[src/rtl/apb_pkg.sv]
// Shared APB definitions: protection bit indices, completer FSM states and
// helpers mapping between an address's region field and the pprot it needs.
package apb_pkg;

  localparam int PROT_PRIV  = 0;
  localparam int PROT_NSEC  = 1;
  localparam int PROT_INSTR = 2;

  typedef enum logic [1:0] {
    IDLE   = 2'd0,
    ACCESS = 2'd1,
    RESP   = 2'd2
  } completer_state_e;

  // pprot bits an access to addr must carry (region field starting at lsb)
  function automatic logic [2:0] getPprot(input logic [31:0] addr, input int lsb = 4);
    logic [31:0] sh;
    sh = addr >> lsb;
    return sh[2:0];
  endfunction

  // replace the region field of addr with pprot
  function automatic logic [31:0] getAddrforPprot(input logic [2:0] pprot,
                                                  input logic [31:0] addr,
                                                  input int lsb = 4);
    logic [31:0] msk;
    logic [31:0] fld;
    msk = 32'h7 << lsb;
    fld = {29'b0, pprot} << lsb;
    return (addr & ~msk) | fld;
  endfunction

endpackage

[src/rtl/apb_completer_mem.sv]
// Word memory with byte-strobed write and a registered read port; the read
// register doubles as the completer's prdata and can be cleared on errors.
module apb_completer_mem #(
  parameter int DEPTH      = 64,
  parameter int DATA_WIDTH = 32,
  parameter int STRB_WIDTH = DATA_WIDTH / 8,
  parameter int IDX_W      = $clog2(DEPTH)
) (
  input  logic                  clk,
  input  logic                  rst_n,
  input  logic [IDX_W-1:0]      idx,
  input  logic                  we,
  input  logic [DATA_WIDTH-1:0] wdata,
  input  logic [STRB_WIDTH-1:0] wstrb,
  input  logic                  re,
  input  logic                  rclr,
  output logic [DATA_WIDTH-1:0] rdata
);

  logic [DATA_WIDTH-1:0] mem [DEPTH];

  always_ff @(posedge clk or negedge rst_n) begin
    if (!rst_n) begin
      for (int i = 0; i < DEPTH; i++) mem[i] <= '0;
    end else if (we) begin
      for (int b = 0; b < STRB_WIDTH; b++)
        if (wstrb[b]) mem[idx][b*8 +: 8] <= wdata[b*8 +: 8];
    end
  end

  always_ff @(posedge clk or negedge rst_n) begin
    if (!rst_n)    rdata <= '0;
    else if (rclr) rdata <= '0;
    else if (re)   rdata <= mem[idx];
  end

endmodule

[src/rtl/apb_completer.sv]
// APB4 completer: setup latch, fixed wait-state counter, region/alignment/
// range checks and sticky protocol-error tracking in front of a word memory.
module apb_completer
  import apb_pkg::*;
#(
  parameter int ADDR_WIDTH  = 32,
  parameter int DATA_WIDTH  = 32,
  parameter int STRB_WIDTH  = DATA_WIDTH / 8,
  parameter int MEM_DEPTH   = 64,
  parameter int WAIT_CYCLES = 1,
  parameter int REGION_LSB  = 4
) (
  input  logic                  pclk,
  input  logic                  presetn,
  input  logic                  psel,
  input  logic                  penable,
  input  logic                  pwrite,
  input  logic [ADDR_WIDTH-1:0] paddr,
  input  logic [2:0]            pprot,
  input  logic [DATA_WIDTH-1:0] pwdata,
  input  logic [STRB_WIDTH-1:0] pstrb,
  output logic                  pready,
  output logic [DATA_WIDTH-1:0] prdata,
  output logic                  pslverr
);

  localparam int IDX_W = $clog2(MEM_DEPTH);
  localparam logic [ADDR_WIDTH-3:0] DEPTH_W = (ADDR_WIDTH-2)'(MEM_DEPTH);
  localparam logic [3:0]            WAIT_C  = 4'(WAIT_CYCLES);

  completer_state_e state_q, state_d;
  logic [3:0]            cnt_q, cnt_d;
  logic                  proto_q, proto_d, proto_now;
  logic                  start, done;

  logic                  wr_q, err_pre_q, err_pre_now, err_fin;
  logic [IDX_W-1:0]      idx_q;
  logic [DATA_WIDTH-1:0] wdata_q;
  logic [STRB_WIDTH-1:0] strb_q;

  // pprot is only consumed by the setup-time region check
  assign err_pre_now = (|paddr[1:0])
                     | (paddr[ADDR_WIDTH-1:2] >= DEPTH_W)
                     | (|(paddr[REGION_LSB+2:REGION_LSB] & ~pprot))
                     | (!pwrite && (|pstrb));

  // protocol error includes whatever is sampled on the completing edge
  assign proto_now = proto_q | ~psel | ~penable;
  assign err_fin   = err_pre_q | proto_now;

  always_ff @(posedge pclk or negedge presetn) begin
    if (!presetn) begin
      state_q <= IDLE;
      cnt_q   <= '0;
      proto_q <= 1'b0;
    end else begin
      state_q <= state_d;
      cnt_q   <= cnt_d;
      proto_q <= proto_d;
    end
  end

  always_comb begin
    state_d = state_q;
    cnt_d   = cnt_q;
    proto_d = proto_q;
    start   = 1'b0;
    done    = 1'b0;
    case (state_q)
      IDLE: begin
        if (psel && !penable) begin
          state_d = ACCESS;
          cnt_d   = '0;
          proto_d = 1'b0;
          start   = 1'b1;
        end
      end
      ACCESS: begin
        proto_d = proto_now;
        if (cnt_q < WAIT_C) begin
          cnt_d = cnt_q + 4'd1;
        end else begin
          done    = 1'b1;
          state_d = RESP;
        end
      end
      RESP:    state_d = IDLE;
      default: state_d = IDLE;
    endcase
  end

  always_ff @(posedge pclk or negedge presetn) begin
    if (!presetn) begin
      wr_q      <= 1'b0;
      err_pre_q <= 1'b0;
      idx_q     <= '0;
      wdata_q   <= '0;
      strb_q    <= '0;
      pready    <= 1'b0;
      pslverr   <= 1'b0;
    end else begin
      if (start) begin
        wr_q      <= pwrite;
        err_pre_q <= err_pre_now;
        idx_q     <= paddr[IDX_W+1:2];
        wdata_q   <= pwdata;
        strb_q    <= pstrb;
      end
      pready  <= done;
      pslverr <= done & err_fin;
    end
  end

  apb_completer_mem #(
    .DEPTH      (MEM_DEPTH),
    .DATA_WIDTH (DATA_WIDTH),
    .STRB_WIDTH (STRB_WIDTH),
    .IDX_W      (IDX_W)
  ) u_mem (
    .clk   (pclk),
    .rst_n (presetn),
    .idx   (idx_q),
    .we    (done & wr_q & ~err_fin),
    .wdata (wdata_q),
    .wstrb (strb_q),
    .re    (done & ~wr_q & ~err_fin),
    .rclr  (done & ~wr_q & err_fin),
    .rdata (prdata)
  );

endmodule

[config.mk]
export PLATFORM = sky130hd
export DESIGN_NAME = apb_completer
export DESIGN_NICKNAME = d
export VERILOG_FILES = /design/src/rtl/apb_pkg.sv /design/src/rtl/apb_completer_mem.sv /design/src/rtl/apb_completer.sv
export SDC_FILE = /design/constraint.sdc
export NUM_CORES = 2
export LEC_CHECK = 0
export CAP_MARGIN = 0
export CELL_PAD_IN_SITES_DETAIL_PLACEMENT = 1
export CELL_PAD_IN_SITES_GLOBAL_PLACEMENT = 1
export CORE_MARGIN = 5
export CORE_UTILIZATION = 42
export CTS_CLUSTER_DIAMETER = 30
export CTS_CLUSTER_SIZE = 10
export DETAILED_ROUTE_END_ITERATION = 16
export PLACE_DENSITY_LB_ADDON = 0.1
export RECOVER_POWER = 25
export SYNTH_ARGS = -nofsm -noshare
export SYNTH_HDL_FRONTEND = slang
export SYNTH_HIERARCHICAL = 1
export SYNTH_SLANG_ARGS = --single-unit
[constraint.sdc]
create_clock -name pclk -period 3.3 [get_ports pclk]
set_input_delay 0.33 -clock pclk [delete_from_list [all_inputs] [get_ports pclk]]
set_output_delay 0.33 -clock pclk [all_outputs]
set_load 0.01 [all_outputs]
==> Word level (Yosys, flattened, before mapping) <==
Cells that the tools add are included.
{ "classes": {"n_mul": 0, "mux": 36, "n_addsub": 1, "order_cmp": 4, "n_eq_ne": 4, "n_bitwise": 19, "n_div": 0, "n_shift": 0, "n_reduce_logical": 14} }
{ "op_table": {"columns": ["op", "n"], "rows": [
  ["$mux 2048", 7],
  ["$bwmux 2048", 4],
  ["$demux 32 s6", 4],
  ["$bmux 32 s6", 1],
  ["$mux 32", 5],
  ["$ge 30x7->1 const B", 1],
  ["$mux 24", 1],
  ["$mux 16", 1],
  ["$mux 4", 2],
  ["$mux 8", 1],
  ["$pmux 4 s2", 1],
  ["$ge 7x7->1 const B", 1],
  ["$lt 7x1->1 const B", 1],
  ["$not 6->7", 1],
  ["$and 1x1->1", 6],
  ["$ne 2x2->1 const B", 3],
  ["$or 1x1->1", 6],
  ["$mux 1", 5],
  ["$add 4x1->4 const B", 1],
  ["$lt 4x1->1 const B", 1],
  ["$mux 2", 2],
  ["$not 1->1", 4],
  ["$pmux 2 s2", 1],
  ["$reduce_and 2->1", 2],
  ["other kinds (12)", 16]
]} }
{ "word_totals": {"latchBits": 0, "mem_count": 0, "rom_bits": 0, "inputBits": 76, "ff_bits": 2133, "out_inout_bits": 34, "ramBits": 0} }

==> Longest topological paths before layout <==
{ "logic_depth": {"ltp_word": 16, "ltp_mapped": 13, "ltp_nobuf": 11} }

==> By module <==
Netlist, hierarchy kept.
{ "by_module_without_submodules": {"columns": ["module", "n_inst", "area_per_inst_um2", "seq_area_each_um2", "cells_per_inst"], "rows": [
  ["apb_completer_mem", 1, 94561.9, 52049.9, 7018],
  ["apb_completer", 1, 2165.8, 1326.3, 154]
]} }

==> Worst setup path before layout <==
No wires, ideal clock.
{ "synth_timing": {"kind": "register -> register", "from": "register cnt_q[0]", "to": "register u_mem/mem[1008] (netlist name)", "arrival_ps": 2768, "setup_slack_ps": 408, "path_buffers": 1, "setup_ps": 125, "stages_incl_launch_ff": 12, "required_ps": 3175, "path_cell_list": "dfrtp_1 -> inv_1 -> ha_1 -> nor3b_1 -> nand2b_1 -> inv_1 -> and3_1 -> and2_1 -> clkbuf_1 -> nand2_2 -> nor2_8 -> mux2_2"} }
{ "synth_between": {"elab_chain_len": 5} }
{ "synth_rtl": {"columns": ["element", "line", "rtl"], "rows": [
  ["from (decl)", "apb_completer.sv:32", "logic [3:0] cnt_q, cnt_d;"],
  ["from (signal assigned)", "apb_completer.sv:58", "cnt_q <= cnt_d;"],
  ["$lt 4x1->1", "apb_completer.sv:80", "if (cnt_q < WAIT_C) begin"],
  ["$mux 1", "apb_completer.sv:80", null],
  ["$mux 1", "apb_completer.sv:69", "case (state_q)"],
  ["via done", "apb_completer.sv:34", "logic start, done;"],
  ["$and 1x1->1 (2 in series)", "apb_completer.sv:123", ".we (done & wr_q & ~err_fin),"],
  ["to (signal, indexed assignment)", "apb_completer_mem.sv:27", "if (wstrb[b]) mem[idx][b*8 +: 8] <= wdata[b*8 +: 8];"],
  ["to (decl)", "apb_completer_mem.sv:20", "logic [DATA_WIDTH-1:0] mem [DEPTH];"]
]} }
The timed path passes the listed nets, and every way through them passes these cells.
A chain may end at the register's enable or synchronous reset.

==> Worst setup path after layout <==
{ "layout_timing": {"from": "register cnt_q[0]", "to": "register u_mem.rdata[22]"} }
{ "layout_between": {"elab_chain_len": 6} }
{ "layout_rtl": {"columns": ["element", "line", "rtl"], "rows": [
  ["$lt 4x1->1 *", "apb_completer.sv:80", null],
  ["$mux 1 *", "apb_completer.sv:80", null],
  ["$mux 1 *", "apb_completer.sv:69", null],
  ["via done", "apb_completer.sv:34", null],
  ["$and 1x1->1 *", "apb_completer.sv:126, apb_completer.sv:127", null],
  ["$and 1x1->1, on equally long branches", "apb_completer.sv:127, apb_completer.sv:126", null],
  ["$mux 32 or $reduce_bool 2->1 (tied branches)", null, null],
  ["to (signal assigned)", "apb_completer_mem.sv:34", "else if (re) rdata <= mem[idx];"],
  ["to (decl)", "apb_completer_mem.sv:17", "output logic [DATA_WIDTH-1:0] rdata"]
]} }
Mark *: on every way through the listed nets, which the timed path passes. The rest lies on a longest branch.

==> out/qor.yml <==
critical_path:
  crit_path_cell_trace: "inv_1 -> ha_1 -> nor3b_1 -> nand2b_1 -> inv_1 -> nand2_1 -> nor2_4 -> buf_12 -> o21ai_0 -> a2111oi_1 -> o211a_1 -> a311oi_1"
  worst-path-buf-inv: 3
  arrival_ns: 4.01
  rr_startpoint: "cnt_q[0]$_DFFE_PN0P_"
  worstPathRequired_ns: 4.08
  critical_path_class: "flip-flop to flip-flop"
  r2r_setup_slack_ns: 0.07
  end_kind: "flip-flop"
  cp_slowest_cell: "a2111oi_1"
  critPathMaxStageDelay_ns: 0.67
  reg2reg_depth: 12
  endpoint: "u_mem/rdata[22]$_DFFE_PN0P_"
  cp_common_cell: "inv_1"
  cpLargestDelayFamily: "compound AO/OA/AOI/OAI gates"
  cp-startpoint: "cnt_q[0]$_DFFE_PN0P_"
  crit_cells: 12
  reg2reg_to: "u_mem/rdata[22]$_DFFE_PN0P_"
  critPathMaxFanout: 6
  start_kind: "flip-flop"
global_routing:
  grt.total_usage_pct: 30.1
  grt_pass1_wl_mm: 543
  grt_pass1_vias: 75800
  antenna_found_initial: 20
  gr-total-overflow: 0
  grt_max_degree: 167
place:
  dp_slack_ns: -0.289
  place_area_mm2: 0.107
  port_buffers: 109
  post-place-cells: 10400
  place_congestion: 0.870
  detailed_place_hpwl_mm: 235
worst_hold_path:
  hp-class: "primary input to flip-flop"
die:
  ioPinCount: 110
  die-area_mm2: 0.240
  rows: 176
  die_h_um: 490
  initial_core_util_pct: 42.1
  die_w_um: 490
  core_mm2: 0.230
pwr:
  power.density_mw_per_mm2: 858
  max-vdd-ir-drop_mv: 0.979
  leakage_nw: 59.1
  finalPower_mw: 108
sta:
  tightest_slew_ns: 1.69
  max_slew_margin_pct: -12.8
  setup_ws_ns: 0.0696
  fin_crit_sh_pct: 97.9
  final_hold_viol_count: 0
  max_freq_mhz: 310
  clock_skew_ns: 0.0636
  period_minus_slack_ns: 3.23
  setup_viol_count_final: 0
  slew_violations: 257
clock_tree:
  clock-root-buffer: "clkbuf_16"
  cts_max_level: 6
  clk_latency_ns: 0.95
  cts_tree: "yes"
  cts.sinks: 2133
  cts.clk_slew.worst_paths_ns: 0.04
  cts_buffers: 558
  clk_path_buf_depth: 4
logic_synthesis:
  ys_ff_latch: 2133
  ys_async_sr_fraction_pct: 100
  synth_fp_nets: 7250
  syn-cell-area_mm2: 0.0967
  synthDistinctLibCells: 77
  seq_area_frac_synth_pct: 55.2
  synth_area_leader_cell: "dfrtp_1"
  synth_top_area_share_pct: 55.2
  ys.flop_type: "dfrtp_1"
  yosys-top-cells-area: "dfrtp_1 55%, mux2_2 24%, a22oi_1 4.1%"
  avgSynthCellArea_um2: 13.5
  synth-edff-count: 0
  yosys_warnings: 6
  postSynthCellCount: 7172
route:
  drc: 0
  wl_mm: 367
  first_iter_violations: 5173
  routedWlPerCell_um: 32.1
  viasPerCell: 6.07
  vias: 69200
  first_pass_iters: 5
  antenna_left: 0
layout:
  nFillCells: 21900
  multi_input_area_mm2: 0.0409
  area_delta_synth_final_pct: 30.1
  stdcell_area_mm2: 0.126
  final-seq-area_mm2: 0.0535
  final_util_pct: 54.8
  nNetsFinal: 8006
  final_layout_size_suffix_gt1_share_pct: 47.6
  finalNonFillerCells: 11400
job:
  cap_violations: 5
outcome:
  violations: "max-capacitance violations, max-slew violations"
  status: "complete, but fails checks"
how the worst min path moves through the flow:
| stage | start | end | slack [ns] | cells after the start |
|---|---|---|---|---|
| 6_report | pstrb[1] | strb_q[1]$_DFFE_PN0P_ | 0.06 | 2 |
| 5_1_grt | pstrb[1] | strb_q[1]$_DFFE_PN0P_ | 0.06 | 2 |
| 4_1_cts | pstrb[1] | strb_q[1]$_DFFE_PN0P_ | 0.04 | 2 |
| 3_5_place_dp | presetn | wdata_q[11]$_DFFE_PN0P_ | 0.26 | 1 |
| 3_3_place_gp | presetn | u_mem/mem[264]$_DFFE_PN0P_ | 0.27 | 1 |
| 2_1_floorplan | presetn | cnt_q[0]$_DFFE_PN0P_ | 0.03 | 0 |
routing by layer:
metal	up-vias	track usage (%)	share of wire [%]
met1	37600	40.6	43
li1	28800	-	-
met5	-	0	0.016
met3	695	5.83	5.7
met4	8	11.7	4.1
met2	2182	48.1	47
cells in the final DEF (no fill, tap or decap), types with 193 or more instances in the layout:
master	count
dfrtp_1	2097
mux2_2	2080
clkbuf_16	571
a22oi_1	525
buf_4	429
o22ai_1	224
nor2_1	200
a221oi_1	195
buf_12	194
nor2_2	193
cell usage after synthesis (11+ instances only):
cell,count
a221o_1,11
a221oi_1,195
mux2_1,53
nor2_8,42
dfrtp_1,2133
o221ai_1,24
a21oi_1,124
a211oi_1,22
nor2_1,206
o22a_1,11
nor4_1,34
buf_2,124
nor2_2,193
a22oi_1,525
a311oi_1,20
o22ai_1,224
clkbuf_1,376
mux4_2,37
and3_1,12
buf_4,18
mux2i_1,132
nand3_1,15
o21ai_0,107
and4_1,12
buf_1,74
a22o_1,48
nor3_1,80
nand2_1,77
o32ai_1,11
mux2_2,2080
cell families after synthesis:
group | Yosys count | share of synthesized area (%)
muxes | 2302 | 27.1
DFF | 2133 | 55.2
AOI/OAI and AO/OA | 1391 | 10.4
and+or+nand+nor | 732 | 4.64
adders and majority gates | 2 | 0.0259
buffers and inverters | 612 | 2.68
repair_timing:
item	in CTS	in global routing
endpoints found under the setup margin	846	133
hold endpoints to repair	890	0
buffers inserted	3	0
pin swaps	1	0
gates resized for setup	3	13
hold buffers	26	0
worst register-to-register path: stages, from the launching register on:
cell and delay, ns:
dfrtp_1 0.36, inv_1 0.08, ha_1 0.19, nor3b_1 0.14, nand2b_1 0.22, inv_1 0.14
nand2_1 0.10, nor2_4 0.29, buf_12 0.20, o21ai_0 0.23, a2111oi_1 0.67, o211a_1 0.34
a311oi_1 0.13
power breakdown:
group | total (mW) | switching [mW] | leakage, nW | internal [mW]
logic | 23.2 | 17.3 | 20.1 | 5.88
registers | 30.4 | 3.77 | 29.7 | 26.7
clock network | 54.4 | 16.4 | 9.28 | 38.0
state kept, by name (all words and copies together) (netlist names):
register,count
strb_q,4
u_mem/mem,2048
proto_q,1
u_mem/rdata,32
pslverr,1
wr_q,1
pready,1
cnt_q,4
wdata_q,32
state_q,2
idx_q,6
err_pre_q,1
cell type report:
class	instances	share of cell area, %
inverter	10	0.0358
clock inverter	253	2.49
tap	3026	3.01
antenna	16	0.0318
multi-input combinational	4427	32.5
sequential	2133	42.5
timing repair buffer	798	6.88
clock buffer	740	12.5
per-stage QoR:
step	hold slack [ns]	setup TNS (ns)
2_1_floorplan	0.0344	0
3_3_place_gp	0.269	-133.93
3_5_place_dp	0.263	-85.50
4_1_cts	0.0354	0
5_1_grt	0.0650	-0.0213
6_report	0.0626	0
(Power assumes the default switching activity.)
